## config.mk

```make
export PLATFORM = sky130hd
export DESIGN_NAME = pcie_rx_credit_ctrl
export DESIGN_NICKNAME = d
export VERILOG_FILES = /design/src/rtl/pcie_rx_cred_pkg.sv /design/src/rtl/pcie_rx_hdr_decode.sv /design/src/rtl/pcie_rx_credit_ctrl.sv
export SDC_FILE = /design/constraint.sdc
export NUM_CORES = 1
export LEC_CHECK = 0
export ABC_AREA = 1
export BUFFER_PORTS_ARGS = -buffer_cell sky130_fd_sc_hd__buf_4
export CORE_ASPECT_RATIO = 0.7
export CORE_MARGIN = 10
export CORE_UTILIZATION = 55
export DETAILED_ROUTE_END_ITERATION = 10
export PLACE_DENSITY = 0.91
export SLEW_MARGIN = 20
export SYNTH_ARGS = -nofsm -noshare
export SYNTH_HDL_FRONTEND = slang
export SYNTH_HIERARCHICAL = 1
export SYNTH_SLANG_ARGS = --single-unit
```

## constraint.sdc

```tcl
create_clock -name sys_clk_125 -period 4.9 [get_ports sys_clk_125]
set_input_delay 0.49 -clock sys_clk_125 [delete_from_list [all_inputs] [get_ports sys_clk_125]]
set_output_delay 0.49 -clock sys_clk_125 [all_outputs]
set_load 0.01 [all_outputs]
```

## src/rtl/pcie_rx_cred_pkg.sv

```systemverilog
// pcie_rx_cred_pkg
// Shared definitions for the PCIe receive credit manager:
//   - TLP class and stream-FSM state enums
//   - TLP header fmt/type constants and header field bit positions
//   - len_dw / dcred helpers (payload length in DW and in 16-byte data credits)
//   - sat_cnt / sat_err helpers for the saturating occupancy counters
package pcie_rx_cred_pkg;

   typedef enum logic [1:0] {
      TLP_P   = 2'd0,
      TLP_NP  = 2'd1,
      TLP_CPL = 2'd2
   } tlp_class_e;

   typedef enum logic {
      ST_IDLE   = 1'b0,
      ST_IN_TLP = 1'b1
   } rx_state_e;

   // Header field positions within the 64-bit beat (DW0 sits in [63:32])
   localparam int FMT_HI  = 62;
   localparam int FMT_LO  = 61;
   localparam int TYPE_HI = 60;
   localparam int TYPE_LO = 56;
   localparam int TD_BIT  = 47;
   localparam int LEN_HI  = 41;
   localparam int LEN_LO  = 32;

   // fmt bit meanings
   localparam int FMT_4DW_BIT  = 0;
   localparam int FMT_DATA_BIT = 1;

   // type encodings used by the classifier
   localparam logic [1:0] TYPE_MSG_PFX = 2'b10;    // type[4:3], messages are posted
   localparam logic [4:0] TYPE_MEM     = 5'b00000; // memory request (MWr when fmt has data)
   localparam logic [3:0] TYPE_CPL_PFX = 4'b0101;  // type[4:1], completions

   // A length field of zero encodes the maximum of 1024 DW
   function automatic logic [10:0] len_dw(input logic [9:0] len);
      return (len == 10'd0) ? 11'd1024 : {1'b0, len};
   endfunction

   // Data credits consumed by a TLP: ceil(len/4) when it carries data, else 0
   function automatic logic [8:0] dcred(input logic [9:0] len, input logic [1:0] fmt);
      return fmt[FMT_DATA_BIT] ? 9'(({1'b0, len_dw(len)} + 12'd3) >> 2) : 9'd0;
   endfunction

   // Net occupancy after arrival and release, clamped to [0, depth]
   function automatic int sat_cnt(input int used, input int arr, input int rel, input int depth);
      int net;
      net = used + arr - rel;
      if (net < 0)          return 0;
      else if (net > depth) return depth;
      else                  return net;
   endfunction

   function automatic logic sat_err(input int used, input int arr, input int rel, input int depth);
      int net;
      net = used + arr - rel;
      return (net < 0) || (net > depth);
   endfunction

endpackage

```

## src/rtl/pcie_rx_hdr_decode.sv

```systemverilog
// pcie_rx_hdr_decode
// Classifies each received TLP on its start beat, computes the data credits it
// consumes, and runs the stream FSM with a DW-count check.
// Ports:
//   clk_i, rst_ni        clock, synchronous active-low reset
//   data_i, st_i, end_i, dwen_i   VC0 receive stream
//   hdr_valid_o          high on every start beat (combinational)
//   hdr_class_o          tlp_class_e of the start beat (combinational)
//   hdr_dcred_o          data credits of the start beat (combinational)
//   len_err_o            one-cycle pulse after a beat-count mismatch or a
//                        start beat arriving inside a TLP
//   state_o              stream FSM state (0 = IDLE, 1 = IN_TLP)
module pcie_rx_hdr_decode
   import pcie_rx_cred_pkg::*;
(
   input  logic        clk_i,
   input  logic        rst_ni,
   input  logic [63:0] data_i,
   input  logic        st_i,
   input  logic        end_i,
   input  logic        dwen_i,
   output logic        hdr_valid_o,
   output logic [1:0]  hdr_class_o,
   output logic [8:0]  hdr_dcred_o,
   output logic        len_err_o,
   output logic        state_o
);

   logic [1:0]  fmt;
   logic [4:0]  typ;
   logic        td;
   logic [9:0]  len;
   tlp_class_e  cls;
   logic [10:0] exp_now;
   logic [10:0] beat_dw;

   rx_state_e   state_q, state_d;
   logic [10:0] cnt_q, cnt_d;
   logic [10:0] exp_q, exp_d;
   logic        err_q, err_d;

   logic        unused_data;

   assign fmt = data_i[FMT_HI:FMT_LO];
   assign typ = data_i[TYPE_HI:TYPE_LO];
   assign td  = data_i[TD_BIT];
   assign len = data_i[LEN_HI:LEN_LO];

   // Address, tag and payload bits play no part in credit accounting
   assign unused_data = ^{data_i[63], data_i[55:48], data_i[46:42], data_i[31:0]};

   always_comb begin
      cls = TLP_NP;
      if ((typ[4:3] == TYPE_MSG_PFX) || ((typ == TYPE_MEM) && fmt[FMT_DATA_BIT])) begin
         cls = TLP_P;
      end else if (typ[4:1] == TYPE_CPL_PFX) begin
         cls = TLP_CPL;
      end
   end

   assign hdr_valid_o = st_i;
   assign hdr_class_o = cls;
   assign hdr_dcred_o = dcred(len, fmt);

   // Expected TLP size in DW: header + payload + optional ECRC digest
   assign exp_now = (fmt[FMT_4DW_BIT] ? 11'd4 : 11'd3)
                  + (fmt[FMT_DATA_BIT] ? len_dw(len) : 11'd0)
                  + {10'd0, td};

   // A last beat with dwen set carries only the upper DW
   assign beat_dw = (end_i && dwen_i) ? 11'd1 : 11'd2;

   always_comb begin
      state_d = state_q;
      cnt_d   = cnt_q;
      exp_d   = exp_q;
      err_d   = 1'b0;
      unique case (state_q)
         ST_IDLE: begin
            if (st_i) begin
               exp_d = exp_now;
               cnt_d = beat_dw;
               if (end_i) err_d = (beat_dw != exp_now);
               else       state_d = ST_IN_TLP;
            end
         end
         ST_IN_TLP: begin
            if (st_i) begin
               // Truncated TLP: flag it and decode the new header from this beat
               err_d   = 1'b1;
               exp_d   = exp_now;
               cnt_d   = beat_dw;
               state_d = end_i ? ST_IDLE : ST_IN_TLP;
            end else if (end_i) begin
               err_d   = ((cnt_q + beat_dw) != exp_q);
               state_d = ST_IDLE;
            end else begin
               cnt_d = cnt_q + beat_dw;
            end
         end
         default: state_d = ST_IDLE;
      endcase
   end

   always_ff @(posedge clk_i) begin
      if (!rst_ni) begin
         state_q <= ST_IDLE;
         cnt_q   <= '0;
         exp_q   <= '0;
         err_q   <= 1'b0;
      end else begin
         state_q <= state_d;
         cnt_q   <= cnt_d;
         exp_q   <= exp_d;
         err_q   <= err_d;
      end
   end

   assign len_err_o = err_q;
   assign state_o   = state_q;

endmodule

```

## src/rtl/pcie_rx_credit_ctrl.sv

```systemverilog
// pcie_rx_credit_ctrl
// Receive-side credit manager for the x1 PCIe endpoint, VC0.
// Tracks posted / non-posted header and data buffer occupancy, drives the
// core's *_buf_status_vc0 inputs and converts user release handshakes into
// *_processed_vc0 / *_num_vc0 credit-return pulses. Completions are not
// tracked (infinite completion credits are advertised).
// Ports:
//   sys_clk_125, rst_n                 clock, synchronous active-low reset
//   rx_data_vc0, rx_st_vc0, rx_end_vc0, rx_dwen_vc0   receive TLP stream
//   rel_valid, rel_type, rel_dcred, rel_ready         release handshake;
//       a release transfers in every cycle where rel_valid and rel_ready are
//       both high, rel_ready is held high from the first cycle after reset
//   *_buf_status_vc0                   buffer nearly full (registered)
//   *_processed_vc0, pd_num_vc0, npd_num_vc0   credit-return pulses
//   len_err                            TLP beat-count error pulse
//   cred_err                           sticky underflow/overflow flag
//   cnt_p, cnt_np, cnt_cpl             TLP statistics
//   dbg_rx_state_o                     stream FSM state (0 = IDLE, 1 = IN_TLP)
// Build option: define PCIE_RX_CRED_STATS_EN to build the statistics
// counters; otherwise cnt_p/cnt_np/cnt_cpl are tied to 0.
module pcie_rx_credit_ctrl
   import pcie_rx_cred_pkg::*;
#(
   parameter int PH_DEPTH  = 32,
   parameter int PD_DEPTH  = 256,
   parameter int NPH_DEPTH = 16,
   parameter int NPD_DEPTH = 16,
   parameter int HDR_LOW   = 2,
   parameter int MAX_PD    = 32
) (
   input  logic        sys_clk_125,
   input  logic        rst_n,
   input  logic [63:0] rx_data_vc0,
   input  logic        rx_st_vc0,
   input  logic        rx_end_vc0,
   input  logic        rx_dwen_vc0,
   input  logic        rel_valid,
   input  logic        rel_type,
   input  logic [7:0]  rel_dcred,
   output logic        rel_ready,
   output logic        ph_buf_status_vc0,
   output logic        pd_buf_status_vc0,
   output logic        nph_buf_status_vc0,
   output logic        npd_buf_status_vc0,
   output logic        ph_processed_vc0,
   output logic        pd_processed_vc0,
   output logic        nph_processed_vc0,
   output logic        npd_processed_vc0,
   output logic [7:0]  pd_num_vc0,
   output logic [7:0]  npd_num_vc0,
   output logic        len_err,
   output logic        cred_err,
   output logic [15:0] cnt_p,
   output logic [15:0] cnt_np,
   output logic [15:0] cnt_cpl,
   output logic        dbg_rx_state_o
);

   localparam int PH_W  = $clog2(PH_DEPTH + 1);
   localparam int PD_W  = $clog2(PD_DEPTH + 1);
   localparam int NPH_W = $clog2(NPH_DEPTH + 1);
   localparam int NPD_W = $clog2(NPD_DEPTH + 1);

   logic       hdr_valid;
   logic [1:0] hdr_class;
   logic [8:0] hdr_dcred;

   pcie_rx_hdr_decode u_hdr_decode (
      .clk_i       (sys_clk_125),
      .rst_ni      (rst_n),
      .data_i      (rx_data_vc0),
      .st_i        (rx_st_vc0),
      .end_i       (rx_end_vc0),
      .dwen_i      (rx_dwen_vc0),
      .hdr_valid_o (hdr_valid),
      .hdr_class_o (hdr_class),
      .hdr_dcred_o (hdr_dcred),
      .len_err_o   (len_err),
      .state_o     (dbg_rx_state_o)
   );

   logic [PH_W-1:0]  ph_used_q,  ph_used_d;
   logic [PD_W-1:0]  pd_used_q,  pd_used_d;
   logic [NPH_W-1:0] nph_used_q, nph_used_d;
   logic [NPD_W-1:0] npd_used_q, npd_used_d;

   logic       p_arr, np_arr, rel_fire, rel_p, rel_np;
   logic [8:0] pd_arr, npd_arr;
   logic [7:0] pd_rel, npd_rel;
   logic       cnt_err;
   logic       ph_st_d, pd_st_d, nph_st_d, npd_st_d;

   logic rel_ready_q, cred_err_q;
   logic ph_st_q, pd_st_q, nph_st_q, npd_st_q;
   logic ph_proc_q, pd_proc_q, nph_proc_q, npd_proc_q;
   logic [7:0] pd_num_q, npd_num_q;

   always_comb begin
      p_arr    = hdr_valid && (hdr_class == TLP_P);
      np_arr   = hdr_valid && (hdr_class == TLP_NP);
      pd_arr   = p_arr  ? hdr_dcred : 9'd0;
      npd_arr  = np_arr ? hdr_dcred : 9'd0;
      rel_fire = rel_valid && rel_ready_q;
      rel_p    = rel_fire && !rel_type;
      rel_np   = rel_fire &&  rel_type;
      pd_rel   = rel_p  ? rel_dcred : 8'd0;
      npd_rel  = rel_np ? rel_dcred : 8'd0;

      // Arrival and release land in the same cycle as one net update
      ph_used_d  = PH_W'(sat_cnt(int'(ph_used_q), int'(p_arr), int'(rel_p), PH_DEPTH));
      pd_used_d  = PD_W'(sat_cnt(int'(pd_used_q), int'(pd_arr), int'(pd_rel), PD_DEPTH));
      nph_used_d = NPH_W'(sat_cnt(int'(nph_used_q), int'(np_arr), int'(rel_np), NPH_DEPTH));
      npd_used_d = NPD_W'(sat_cnt(int'(npd_used_q), int'(npd_arr), int'(npd_rel), NPD_DEPTH));
      cnt_err    = sat_err(int'(ph_used_q), int'(p_arr), int'(rel_p), PH_DEPTH)
                 | sat_err(int'(pd_used_q), int'(pd_arr), int'(pd_rel), PD_DEPTH)
                 | sat_err(int'(nph_used_q), int'(np_arr), int'(rel_np), NPH_DEPTH)
                 | sat_err(int'(npd_used_q), int'(npd_arr), int'(npd_rel), NPD_DEPTH);

      // Status follows the registered occupancy, hence one cycle behind it
      ph_st_d  = (PH_DEPTH  - int'(ph_used_q))  < HDR_LOW;
      pd_st_d  = (PD_DEPTH  - int'(pd_used_q))  < MAX_PD;
      nph_st_d = (NPH_DEPTH - int'(nph_used_q)) < HDR_LOW;
      npd_st_d = (NPD_DEPTH - int'(npd_used_q)) < 1;
   end

   always_ff @(posedge sys_clk_125) begin
      if (!rst_n) begin
         ph_used_q   <= '0;
         pd_used_q   <= '0;
         nph_used_q  <= '0;
         npd_used_q  <= '0;
         rel_ready_q <= 1'b0;
         cred_err_q  <= 1'b0;
         ph_st_q     <= 1'b0;
         pd_st_q     <= 1'b0;
         nph_st_q    <= 1'b0;
         npd_st_q    <= 1'b0;
         ph_proc_q   <= 1'b0;
         pd_proc_q   <= 1'b0;
         nph_proc_q  <= 1'b0;
         npd_proc_q  <= 1'b0;
         pd_num_q    <= '0;
         npd_num_q   <= '0;
      end else begin
         ph_used_q   <= ph_used_d;
         pd_used_q   <= pd_used_d;
         nph_used_q  <= nph_used_d;
         npd_used_q  <= npd_used_d;
         rel_ready_q <= 1'b1;
         cred_err_q  <= cred_err_q | cnt_err;
         ph_st_q     <= ph_st_d;
         pd_st_q     <= pd_st_d;
         nph_st_q    <= nph_st_d;
         npd_st_q    <= npd_st_d;
         ph_proc_q   <= rel_p;
         pd_proc_q   <= rel_p && (rel_dcred != 8'd0);
         nph_proc_q  <= rel_np;
         npd_proc_q  <= rel_np && (rel_dcred != 8'd0);
         // *_num holds its value between data-credit returns
         if (rel_p && (rel_dcred != 8'd0))  pd_num_q  <= rel_dcred;
         if (rel_np && (rel_dcred != 8'd0)) npd_num_q <= rel_dcred;
      end
   end

   assign rel_ready          = rel_ready_q;
   assign cred_err           = cred_err_q;
   assign ph_buf_status_vc0  = ph_st_q;
   assign pd_buf_status_vc0  = pd_st_q;
   assign nph_buf_status_vc0 = nph_st_q;
   assign npd_buf_status_vc0 = npd_st_q;
   assign ph_processed_vc0   = ph_proc_q;
   assign pd_processed_vc0   = pd_proc_q;
   assign nph_processed_vc0  = nph_proc_q;
   assign npd_processed_vc0  = npd_proc_q;
   assign pd_num_vc0         = pd_num_q;
   assign npd_num_vc0        = npd_num_q;

`ifdef PCIE_RX_CRED_STATS_EN
   logic [15:0] cnt_p_q, cnt_np_q, cnt_cpl_q;

   always_ff @(posedge sys_clk_125) begin
      if (!rst_n) begin
         cnt_p_q   <= '0;
         cnt_np_q  <= '0;
         cnt_cpl_q <= '0;
      end else if (hdr_valid) begin
         // 16-bit counters wrap naturally
         case (hdr_class)
            TLP_P:   cnt_p_q   <= cnt_p_q + 16'd1;
            TLP_NP:  cnt_np_q  <= cnt_np_q + 16'd1;
            TLP_CPL: cnt_cpl_q <= cnt_cpl_q + 16'd1;
            default: ;
         endcase
      end
   end

   assign cnt_p   = cnt_p_q;
   assign cnt_np  = cnt_np_q;
   assign cnt_cpl = cnt_cpl_q;
`else
   assign cnt_p   = 16'd0;
   assign cnt_np  = 16'd0;
   assign cnt_cpl = 16'd0;
`endif

endmodule
```

==> reports/qor_table.md, run 1 <==
| Metric | Value | Unit |
|:---|:---|:---|
| Library cell with the highest instance count after synthesis | sky130_fd_sc_hd__nand2_1 | - |
| H-tree levels | 3 | - |
| Hold Crit Endpoint | u_hdr_decode/state_o | - |
| RSZ-0062 raised after global routing | false | - |
| Combinational Power Share | 57.2 | % |
| Remaining antenna violation count | 0 | - |
| Top post-synthesis cells by area | sky130_fd_sc_hd__dfxtp_1 23%, sky130_fd_sc_hd__nand2_1 14%, sky130_fd_sc_hd__ha_1 10% | - |
| Weighted congestion at the end of routability-driven global placement | 0.940 | - |
| FF-to-FF End | pd_used_q[4] | - |
| Standby leakage power | 3.70 | nW |
| Avg Synthesized Cell Area | 6.48 | um^2 |
| Status | complete, no violations | - |
| Synth warnings | 6 | - |
| Number of top-level design ports | 155 | - |
| GRT Total Usage | 19.3 | % |
| Crit share post-route | 78.6 | % |
| Internal power consumption | 1.85 | mW |
| Number of pins with negative max-slew slack in the final report | 0 | - |
| Slowest stage cell on the critical path | sky130_fd_sc_hd__fa_1 | - |
| Largest delay contributor family on the critical path | simple AND/OR/NAND/NOR gates | - |
| CP max stage delay | 0.51 | ns |
| Share of cells above drive strength 1 | 9.38 | % |
| Setup Viol. Count Final | 0 | - |
| Sequential share of power | 21.7 | % |
| Leading area contributor after synthesis | sky130_fd_sc_hd__dfxtp_1 | - |
| CTS-repair resized insts | 0 | - |
| Peak supply drop | 0.262 | mV |
| FF-to-FF path depth | 20 | - |
| Antenna cell count | 0 | - |
| Worst Setup Slack, final | 1.05 | ns |
| Count of flip-flops with a built-in enable after synthesis | 0 | - |
| Sw Pwr | 1.57 | mW |
| Starting density of the core | 57.2 | % |
| DRC Markers | 0 | - |
| Detail-routed via count per cell | 5.23 | - |
| Final standard cell utilization of the core | 63.7 | % |
| Launching element type of the critical path | input port | - |
| Placeable core area | 11200 | um^2 |
| Maximum achievable frequency | 260 | MHz |
| Startpoint of the worst-slack reg-to-reg timing path | rel_ready | - |
| Num CTS Buffers | 9 | - |
| Mapped Cells | 990 | - |
| Req. time, crit path | 5.17 | ns |
| Number of filler instances in the final layout | 955 | - |
| Proportion of register bits with asynchronous set or reset after synthesis | 0 | % |
| Top_reg_cell synth | sky130_fd_sc_hd__dfxtp_1 | - |
| Worst hold-check slack | 0.365 | ns |
| Number of rows created at floorplan | 32 | - |
| Proportion of netlist area held by the largest area contributor | 23.4 | % |
| Seq/Total Area, Yosys | 23.4 | % |
| Total detailed-routing wirelength | 16.4 | mm |
| Number of maximum-capacitance constraint violations | 0 | - |
| Clock root cell | sky130_fd_sc_hd__clkbuf_16 | - |
| Total placed instance area | 6820 | um^2 |
| Total number of clock tree sinks | 75 | - |
| Postcts setup bufs | 0 | - |
| Final nets | 1201 | - |
| Die outline area | 16400 | um^2 |
| Post-synth cell types | 39 | - |
| FF+latch count, synth | 75 | - |
| Buffers plus inverters on the worst setup path | 4 | - |
| Remaining global-route overflow | 0 | - |
| Detail-routed net length per standard cell | 13.6 | um |
| Number of buffers added to fix hold violations after cts | 0 | - |
| Max Root-Sink Buffers | 2 | - |
| Hold_sp | rx_end_vc0 | - |
| Cell seen most often among critical-path stages | sky130_fd_sc_hd__nor2_1 | - |
| Worst setup skew after layout | 0.00679 | ns |
| Worst-path fanout max | 14 | - |
| Post-layout min period | 3.85 | ns |
| Slew margin rel. | 58.2 | % |
| Post-DP HPWL | 13.3 | mm |
| CTS tree | built | - |
| First drt pass iteration count | 8 | - |
| Hold path cells | 2 | - |
| Die X-Extent | 149 | um |
| Class of the most critical hold timing path | input port to register | - |
| Internal reg-to-reg setup slack | 1.32 | ns |
| Number of port buffers | 60 | - |
| Layout Area Growth over Synthesis | 11.4 | % |
| Pre-CTS setup slack | 0.782 | ns |
| Startpoint-to-endpoint class of the critical path | input port to register | - |
| Design Area, Final | 7140 | um^2 |
| Sw Ratio | 45.9 | % |
| Area of the mapped netlist | 6410 | um^2 |
| Detailed router's first-iteration violation count | 542 | - |
| Crit. End Element | register | - |
| Critical path, cell by cell | buf_4 -> inv_1 -> nor4_1 -> nor2_1 -> nor2_1 -> nor2_1 -> nor3_1 -> buf_4 -> nand2_1 -> fa_1 -> inv_1 -> ha_1 -> a21oi_1 -> nand2_1 -> nand2_1 -> nand2_1 -> nor2_1 -> nand2_1 -> nor2_1 -> nand3_1 -> nand2_2 -> nand3_4 -> nor2_1 | - |
| Clock Power Share | 21.1 | % |
| Total Negative Setup Slacks | 0 | ns |
| Reg clk slew, reported paths | 0.06 | ns |
| Crit path arrival time | 4.12 | ns |
| Die Y-Extent | 110 | um |
| P per Cell Area | 479 | nW/um^2 |
| List of most frequent post-synthesis cells | 231 x sky130_fd_sc_hd__nand2_1, 168 x sky130_fd_sc_hd__inv_1, 127 x sky130_fd_sc_hd__nor2_1 | - |
| Worst-skew pair later-pin latency | 0.33 | ns |
| Via count of the first global-routing pass | 5631 | - |
| Maximum number of pins on one net before global-route repair | 26 | - |
| Vias | 6320 | - |
| Number of antenna violations at the first check in global routing | 0 | - |
| Hold Violations, Final | 0 | - |
| Global-route wire length before repair | 26.4 | mm |
| Transition time at the pin with the least slew margin | 0.625 | ns |
[state kept, by name, indices dropped and copies added, names as in the netlist, 5 cells and up]
name / flops
u_hdr_decode/exp_q: 11
u_hdr_decode/cnt_q: 11
nph_used_q: 5
ph_used_q: 6
npd_used_q: 5
npd_num_vc0: 8
pd_used_q: 9
pd_num_vc0: 8
[worst max path at each step]
stage                                from           end  depth (start not counted)
final                     rx_data_vc0[62]  pd_used_q[4]                         23
after global routing      rx_data_vc0[62]  pd_used_q[5]                         23
after CTS                 rx_data_vc0[62]  pd_used_q[7]                         23
after detailed placement  rx_data_vc0[62]  pd_used_q[7]                         23
after global placement    rx_data_vc0[62]  pd_used_q[3]                         23
after floorplan           rx_data_vc0[62]  pd_used_q[1]                         20
[area by class of cell]
| cell class | instances | area, um^2 | area share, % |
|---|---|---|---|
| multi-input combinational | 727 | 4010 | 56.1 |
| sequential | 75 | 1500 | 21.0 |
| inverter | 177 | 664 | 9.30 |
| timing repair buffer | 61 | 458 | 6.41 |
| clock buffer | 12 | 246 | 3.45 |
| tap | 153 | 191 | 2.68 |
| clock inverter | 4 | 73.8 | 1.03 |
[power by group through the flow]
stage	registers, mW	logic, mW	clock network, mW
5_1_grt	0.750	2.20	0.758
4_1_cts	0.740	1.92	0.729
3_5_place_dp	0.753	1.88	0
2_1_floorplan	0.748	1.52	0
6_report	0.741	1.95	0.723
3_3_place_gp	0.750	1.82	0
[stage by stage]
stage               cells  total power [mW]
global route         1209              3.71
finish               1209              3.42
floorplan            1037              2.27
global placement     1193              2.57
CTS                  1209              3.38
detailed placement   1193              2.64
[metal layers]
layer	vias to the layer above	GRT usage [%]	wire length, um
met4	0	5.10	268
met1	2907	25.3	7220
li1	3125	-	-
met3	31	4.15	1330
met5	-	0	0
met2	257	31.9	7600
[layout by cell type, fill, tap and decap left out, types with 3 or more instances in the layout]
cell type	count
sky130_fd_sc_hd__ha_1	53
sky130_fd_sc_hd__nor2_2	6
sky130_fd_sc_hd__o21bai_1	3
sky130_fd_sc_hd__a21oi_1	58
sky130_fd_sc_hd__xnor2_1	11
sky130_fd_sc_hd__xor2_1	13
sky130_fd_sc_hd__conb_1	48
sky130_fd_sc_hd__nor3_1	13
sky130_fd_sc_hd__inv_2	4
sky130_fd_sc_hd__clkinv_1	5
sky130_fd_sc_hd__nor4_1	4
sky130_fd_sc_hd__nand3_1	80
sky130_fd_sc_hd__inv_1	168
sky130_fd_sc_hd__nand2_1	231
sky130_fd_sc_hd__buf_4	61
sky130_fd_sc_hd__dfxtp_1	75
sky130_fd_sc_hd__o21ai_0	18
sky130_fd_sc_hd__nand2_2	6
sky130_fd_sc_hd__clkbuf_16	9
sky130_fd_sc_hd__fa_1	18
sky130_fd_sc_hd__nor2_1	127
sky130_fd_sc_hd__nand4_1	14
sky130_fd_sc_hd__nand3b_1	6
[kinds of logic (layout without fill, tap and decap cells)]
logic type      Yosys count  after routing  synth area share, %
simple gates            494            494                 32.9
buf+inv                 235            254                 16.8
compound gates           90             90                 7.61
flops                    75             75                 23.4
fa+ha+maj                71             71                 16.0
xor+xnor                 24             24                 3.28
other cells               1             48               0.0585
No activity file was read; power rests on OpenSTA's default activity.
==> inputs of run 2 (changes only) <==
Clock period 4.9 ns to 3.55 ns, I/O delays scaled along.
==> run 2 against run 1 <==
  * The run now ends with negative setup slack left
  * Non-clock buffer count up 60
  * Final area rose by 11%
  * Die area unchanged
  * Via count up 10%
  * Utilization is 7.2 points higher
  * Critical path depth increased by 6
  * First-iteration DRC count grew 56%
  * Global-route usage increased by 1.8 points
  * Largest cell class unchanged
==> reports/qor_table.md, run 2 (same netlist as run 1, synthesis figures left out) <==
| Metric | Value | Unit |
|:---|:---|:---|
| Status | finished, violations left | - |
| Violated checks | negative setup slack | - |
| H-tree levels | 3 | - |
| Die outline area | 16400 | um^2 |
| Via count of the first global-routing pass | 6034 | - |
| First drt pass iteration count | 7 | - |
| Hold Crit Endpoint | u_hdr_decode/state_o | - |
| Slowest stage cell on the critical path | sky130_fd_sc_hd__fa_1 | - |
| Hold Violations, Final | 0 | - |
| Vias | 6974 | - |
| Weighted congestion at the end of routability-driven global placement | 0.957 | - |
| Number of antenna violations at the first check in global routing | 0 | - |
| Worst Setup Slack, final | -0.272 | ns |
| Share of cells above drive strength 1 | 21.1 | % |
| Setup Viol. Count Final | 10 | - |
| Layout Area Growth over Synthesis | 23.9 | % |
| Transition time at the pin with the least slew margin | 0.681 | ns |
| Number of top-level design ports | 155 | - |
| Launching element type of the critical path | input port | - |
| Class of the most critical hold timing path | input port to register | - |
| DRC Markers | 0 | - |
| Startpoint-to-endpoint class of the critical path | input port to register | - |
| Number of pins with negative max-slew slack in the final report | 0 | - |
| Final standard cell utilization of the core | 70.9 | % |
| Final nets | 1261 | - |
| Number of port buffers | 60 | - |
| Total number of clock tree sinks | 75 | - |
| Die Y-Extent | 110 | um |
| Post-DP HPWL | 14.1 | mm |
| Number of filler instances in the final layout | 803 | - |
| Internal reg-to-reg setup slack | 0.14 | ns |
| Antenna cell count | 0 | - |
| Detail-routed net length per standard cell | 16.2 | um |
| Cell seen most often among critical-path stages | sky130_fd_sc_hd__nand2_1 | - |
| Maximum number of pins on one net before global-route repair | 26 | - |
| Startpoint of the worst-slack reg-to-reg timing path | rel_ready | - |
| P per Cell Area | 716 | nW/um^2 |
| Remaining global-route overflow | 0 | - |
| Remaining antenna violation count | 0 | - |
| Global-route wire length before repair | 28.6 | mm |
| Starting density of the core | 57.2 | % |
| Peak supply drop | 0.406 | mV |
| Total detailed-routing wirelength | 20.5 | mm |
| Maximum achievable frequency | 262 | MHz |
| DP Cell Count | 1244 | - |
| Placeable core area | 11200 | um^2 |
| Max Root-Sink Buffers | 2 | - |
| CP max stage delay | 0.51 | ns |
| Worst-skew pair later-pin latency | 0.35 | ns |
| GRT Total Usage | 21.2 | % |
| Total power consumption of the routed design | 5.69 | mW |
| Reg clk slew, reported paths | 0.06 | ns |
| Worst hold-check slack | 0.210 | ns |
| Number of maximum-capacitance constraint violations | 0 | - |
| Post-layout instance count excluding filler cells | 1269 | - |
| Detail-routed via count per cell | 5.50 | - |
| Worst setup skew after layout | 0.00529 | ns |
| Number of rows created at floorplan | 32 | - |
| Hold_sp | rx_end_vc0 | - |
| Registers with the most flip-flops | u_hdr_decode/cnt_q x11, u_hdr_decode/exp_q x11, pd_used_q x9 | - |
| Crit path arrival time | 4.06 | ns |
| Crit share post-route | 108 | % |
| Worst-path fanout max | 8 | - |
| Standby leakage power | 4.03 | nW |
| Detailed router's first-iteration violation count | 846 | - |
| FF-to-FF End | pd_used_q[4] | - |
| Die X-Extent | 149 | um |
| Crit. End Element | register | - |
| Leading cell type in the layout, fill and taps excluded | sky130_fd_sc_hd__nand2_1 | - |
| FF-to-FF path depth | 20 | - |
| Clock root cell | sky130_fd_sc_hd__clkbuf_16 | - |
| Hold path cells | 2 | - |
| Req. time, crit path | 3.79 | ns |
| Highest-count cells in the layout ignoring fill and taps | 218 x sky130_fd_sc_hd__nand2_1, 162 x sky130_fd_sc_hd__inv_1, 119 x sky130_fd_sc_hd__buf_4 | - |
| Slew margin rel. | 54.4 | % |
| CTS tree | built | - |
| Num CTS Buffers | 9 | - |
| Post-layout min period | 3.82 | ns |
==> run 2: cell types whose count changed in the layout (fill, tap and decap cells not counted), moves of 5 or more <==
| cell | delta |
|---|---|
| sky130_fd_sc_hd__inv_1 | -6 |
| sky130_fd_sc_hd__nand2_4 | +5 |
| sky130_fd_sc_hd__nand2_1 | -13 |
| sky130_fd_sc_hd__nand2_2 | +8 |
| sky130_fd_sc_hd__nor2_2 | +17 |
| sky130_fd_sc_hd__inv_2 | +7 |
| sky130_fd_sc_hd__ha_4 | +8 |
| sky130_fd_sc_hd__buf_4 | +58 |
| sky130_fd_sc_hd__nor2_1 | -23 |
| sky130_fd_sc_hd__nand3_2 | +8 |
| sky130_fd_sc_hd__nand3_1 | -9 |
| sky130_fd_sc_hd__ha_1 | -10 |
| sky130_fd_sc_hd__nor2_4 | +6 |
==> run 2: worst max-delay path by stage <==
| stage | start | end | slack [ns] | depth (start not counted) |
|---|---|---|---|---|
| floorplan | rx_data_vc0[62] | pd_used_q[1] | 0.07 | 20 |
| global placement | rx_data_vc0[33] | pd_used_q[7] | -0.12 | 31 |
| detailed placement | rx_data_vc0[32] | pd_used_q[2] | -0.31 | 31 |
| CTS | rx_data_vc0[32] | pd_used_q[3] | 0.03 | 31 |
| global route | rx_data_vc0[33] | pd_used_q[6] | -0.45 | 29 |
| finish | rx_data_vc0[32] | pd_used_q[4] | -0.27 | 29 |
==> run 2: final cells by class <==
cell class	instances	area, um^2	area share (%)
Sequential cell	75	1500	18.9
Multi-Input combinational cell	727	4370	55.0
Timing Repair Buffer	121	916	11.5
Clock buffer	10	239	3.01
Tap cell	153	191	2.41
Clock inverter	6	65.1	0.819
Inverter	177	667	8.39
==> run 2: routing by layer <==
| layer | up-vias | track usage (%) | wire (um) |
|---|---|---|---|
| li1 | 3243 | - | - |
| met1 | 3203 | 27.4 | 8020 |
| met2 | 433 | 34.4 | 9600 |
| met3 | 95 | 4.48 | 2080 |
| met4 | 0 | 7.68 | 807 |
| met5 | - | 0 | 0 |
==> run 2: through the flow <==
stage | setup TNS [ns] | setup WS [ns] | cell area, um^2
final | -2.58 | -0.272 | 7950
after detailed placement | -3.29 | -0.311 | 7210
after floorplan | 0 | 0.0721 | 6590
after CTS | 0 | 0.0293 | 7520
after global routing | -4.65 | -0.455 | 7950
after global placement | -1.06 | -0.123 | 7210
==> run 2: power breakdown <==
part	internal, mW	switching [mW]	total (mW)
clock	0.562	0.391	0.954
combinational	1.48	2.23	3.71
sequential	0.955	0.0667	1.02
==> run 2: critical path: cells and delay by family <==
| kind | cells | cell delay (ns) |
|---|---|---|
| buffers and inverters | 6 | 0.49 |
| adder cells (fa/ha/maj) | 2 | 0.83 |
| AO/OA/AOI/OAI | 4 | 0.69 |
| AND/OR/NAND/NOR | 17 | 1.67 |
==> run 2: repair_timing <==
| item | CTS | global route |
|---|---|---|
| gates resized for setup | 1 | 90 |
| setup endpoints to repair | 1 | 15 |
| hold buffers | 0 | 0 |
| setup buffers | 0 | 9 |
| pin swaps | 0 | 40 |
==> inputs of run 3 (changes only) <==
Settings changed: PLACE_DENSITY 0.91 to default, PLACE_DENSITY_LB_ADDON from default to 0.15.
==> run 3 against run 2 <==
  * Largest power group unchanged
  * Sequential power is essentially flat
  * Worst setup slack gained 0.46 ns
  * The flow now finishes without violations
  * Combinational power shrank 8.6%
  * Wire length shrank 15%
  * Hold slack gained 0.013 ns
  * Fmax grew 14%
  * Register-to-register slack gained 0.20 ns
  * Utilization is essentially flat
==> reports/qor_table.md, run 3 (same netlist as run 1, synthesis figures left out) <==
| Metric | Value | Unit |
|:---|:---|:---|
| Status | complete, no violations | - |
| Crit path arrival time | 3.64 | ns |
| Peak supply drop | 0.390 | mV |
| Total power consumption of the routed design | 5.35 | mW |
| Launching element type of the critical path | input port | - |
| Total Negative Setup Slacks | 0 | ns |
| Worst-path fanout max | 8 | - |
| P per Cell Area | 673 | nW/um^2 |
| Req. time, crit path | 3.84 | ns |
| Post-DP HPWL | 13.5 | mm |
| Post-layout min period | 3.36 | ns |
| Remaining antenna violation count | 0 | - |
| Detailed router's first-iteration violation count | 485 | - |
| Setup Viol. Count Final | 0 | - |
| Max Root-Sink Buffers | 2 | - |
| Highest-count cells in the layout ignoring fill and taps | 217 x sky130_fd_sc_hd__nand2_1, 160 x sky130_fd_sc_hd__inv_1, 122 x sky130_fd_sc_hd__buf_4 | - |
| Total detailed-routing wirelength | 17.4 | mm |
| Weighted congestion at the end of routability-driven global placement | 0.954 | - |
| Crit. End Element | register | - |
| Leading cell type in the layout, fill and taps excluded | sky130_fd_sc_hd__nand2_1 | - |
| Total number of clock tree sinks | 75 | - |
| Vias | 6377 | - |
| Starting density of the core | 57.2 | % |
| Via count of the first global-routing pass | 5685 | - |
| Number of port buffers | 60 | - |
| Layout Area Growth over Synthesis | 24.0 | % |
| Num CTS Buffers | 9 | - |
| Slew margin rel. | 53.3 | % |
| Final standard cell utilization of the core | 70.9 | % |
| Reg clk slew, reported paths | 0.07 | ns |
| Number of logic stages on the critical path including buffering | 29 | - |
| Buffers plus inverters on the worst setup path | 6 | - |
| Class of the most critical hold timing path | input port to register | - |
| Final nets | 1265 | - |
| Cell seen most often among critical-path stages | sky130_fd_sc_hd__inv_2 | - |
| FF-to-FF path depth | 19 | - |
| Hold Violations, Final | 0 | - |
| DP Cell Count | 1246 | - |
| Antenna cell count | 0 | - |
| Crit share post-route | 94.6 | % |
| Standby leakage power | 4.05 | nW |
| Remaining global-route overflow | 0 | - |
| Detail-routed net length per standard cell | 13.7 | um |
| Clock root cell | sky130_fd_sc_hd__clkbuf_16 | - |
| Worst-skew pair later-pin latency | 0.34 | ns |
| Number of antenna violations at the first check in global routing | 0 | - |
| H-tree levels | 3 | - |
| Die X-Extent | 149 | um |
| Placeable core area | 11200 | um^2 |
| Maximum number of pins on one net before global-route repair | 26 | - |
| Largest delay contributor family on the critical path | simple AND/OR/NAND/NOR gates | - |
| First drt pass iteration count | 7 | - |
| Number of pins with negative max-slew slack in the final report | 0 | - |
| Registers with the most flip-flops | u_hdr_decode/cnt_q x11, u_hdr_decode/exp_q x11, pd_used_q x9 | - |
| Maximum achievable frequency | 298 | MHz |
| Number of top-level design ports | 155 | - |
| Worst setup skew after layout | 0.00887 | ns |
| Die Y-Extent | 110 | um |
| Internal reg-to-reg setup slack | 0.34 | ns |
| Design Area, Final | 7950 | um^2 |
| Share of cells above drive strength 1 | 20.7 | % |
| Transition time at the pin with the least slew margin | 0.699 | ns |
| CP max stage delay | 0.55 | ns |
| Number of maximum-capacitance constraint violations | 0 | - |
| Global-route wire length before repair | 27.2 | mm |
| Post-layout instance count excluding filler cells | 1273 | - |
| Pre-CTS setup slack | -0.224 | ns |
| Total placed instance area | 7220 | um^2 |
| Hold path cells | 2 | - |
| DRC Markers | 0 | - |
| Worst hold-check slack | 0.224 | ns |
| Worst Setup Slack, final | 0.193 | ns |
| Slowest stage cell on the critical path | sky130_fd_sc_hd__fa_1 | - |
| Die outline area | 16400 | um^2 |
| Number of rows created at floorplan | 32 | - |
| GRT Total Usage | 20.3 | % |
| Detail-routed via count per cell | 5.01 | - |
| Number of filler instances in the final layout | 966 | - |
| Startpoint-to-endpoint class of the critical path | input port to register | - |
| CTS tree | built | - |
[run 3: cell types whose count changed in the layout (fill, tap and decap cells not counted), moves of 2 or more]
cell / delta
sky130_fd_sc_hd__nor2_1: +6
sky130_fd_sc_hd__clkinv_4: +3
sky130_fd_sc_hd__inv_1: -2
sky130_fd_sc_hd__inv_2: +3
sky130_fd_sc_hd__nand3_1: +5
sky130_fd_sc_hd__buf_4: +3
sky130_fd_sc_hd__nor3_2: -2
sky130_fd_sc_hd__nand3_2: -4
sky130_fd_sc_hd__nor2_2: -5
sky130_fd_sc_hd__a21oi_1: -2
[run 3: final timing paths]
path              startpoint                   end
max          rx_data_vc0[33]          pd_used_q[3]
max reg2reg        rel_ready          pd_used_q[3]
min               rx_end_vc0  u_hdr_decode/state_o
min reg2reg    npd_used_q[4]    npd_buf_status_vc0
[run 3: routing by layer]
metal / track usage (%) / vias to the layer above / part of all wire, %
met5: 0 / - / 0
met4: 4.26 / 0 / 0.91
met3: 5.09 / 21 / 8.4
met2: 29.3 / 244 / 41
met1: 29.6 / 2872 / 50
li1: - / 3240 / -
[run 3: report_power, final]
group / switching, mW / internal (mW)
Combinational: 1.95 / 1.44
Clock: 0.389 / 0.548
Sequential: 0.0639 / 0.955
[run 3: area by class of cell]
class / count / area, um^2 / share of cell area, %
Clock inverter: 7 / 78.8 / 0.991
Tap cell: 153 / 191 / 2.41
Multi-Input combinational cell: 727 / 4340 / 54.6
Timing Repair Buffer: 125 / 950 / 11.9
Sequential cell: 75 / 1500 / 18.9
Clock buffer: 9 / 225 / 2.83
Inverter: 177 / 664 / 8.36
[run 3: repair_timing]
| action | in CTS | in global routing |
|---|---|---|
| gates resized for setup | 0 | 88 |
| hold buffers | 0 | 0 |
| endpoints found under the setup margin | 0 | 15 |
| setup buffers | 0 | 10 |
[run 3: worst register-to-register path, stage by stage (launching register included)]
cell,delay [ns]
sky130_fd_sc_hd__dfxtp_1,0.35
sky130_fd_sc_hd__inv_1,0.06
sky130_fd_sc_hd__nor3_2,0.21
sky130_fd_sc_hd__inv_2,0.12
sky130_fd_sc_hd__buf_4,0.18
sky130_fd_sc_hd__nor2_1,0.23
sky130_fd_sc_hd__fa_1,0.47
sky130_fd_sc_hd__inv_1,0.11
sky130_fd_sc_hd__ha_4,0.23
sky130_fd_sc_hd__nand2_4,0.11
sky130_fd_sc_hd__inv_1,0.06
sky130_fd_sc_hd__a21oi_2,0.15
sky130_fd_sc_hd__nand3_1,0.10
sky130_fd_sc_hd__nand2_2,0.08
sky130_fd_sc_hd__nand2_1,0.06
sky130_fd_sc_hd__nor2_2,0.12
sky130_fd_sc_hd__nand3_1,0.09
sky130_fd_sc_hd__nand2_2,0.11
sky130_fd_sc_hd__nand3_4,0.18
sky130_fd_sc_hd__nor2_2,0.15
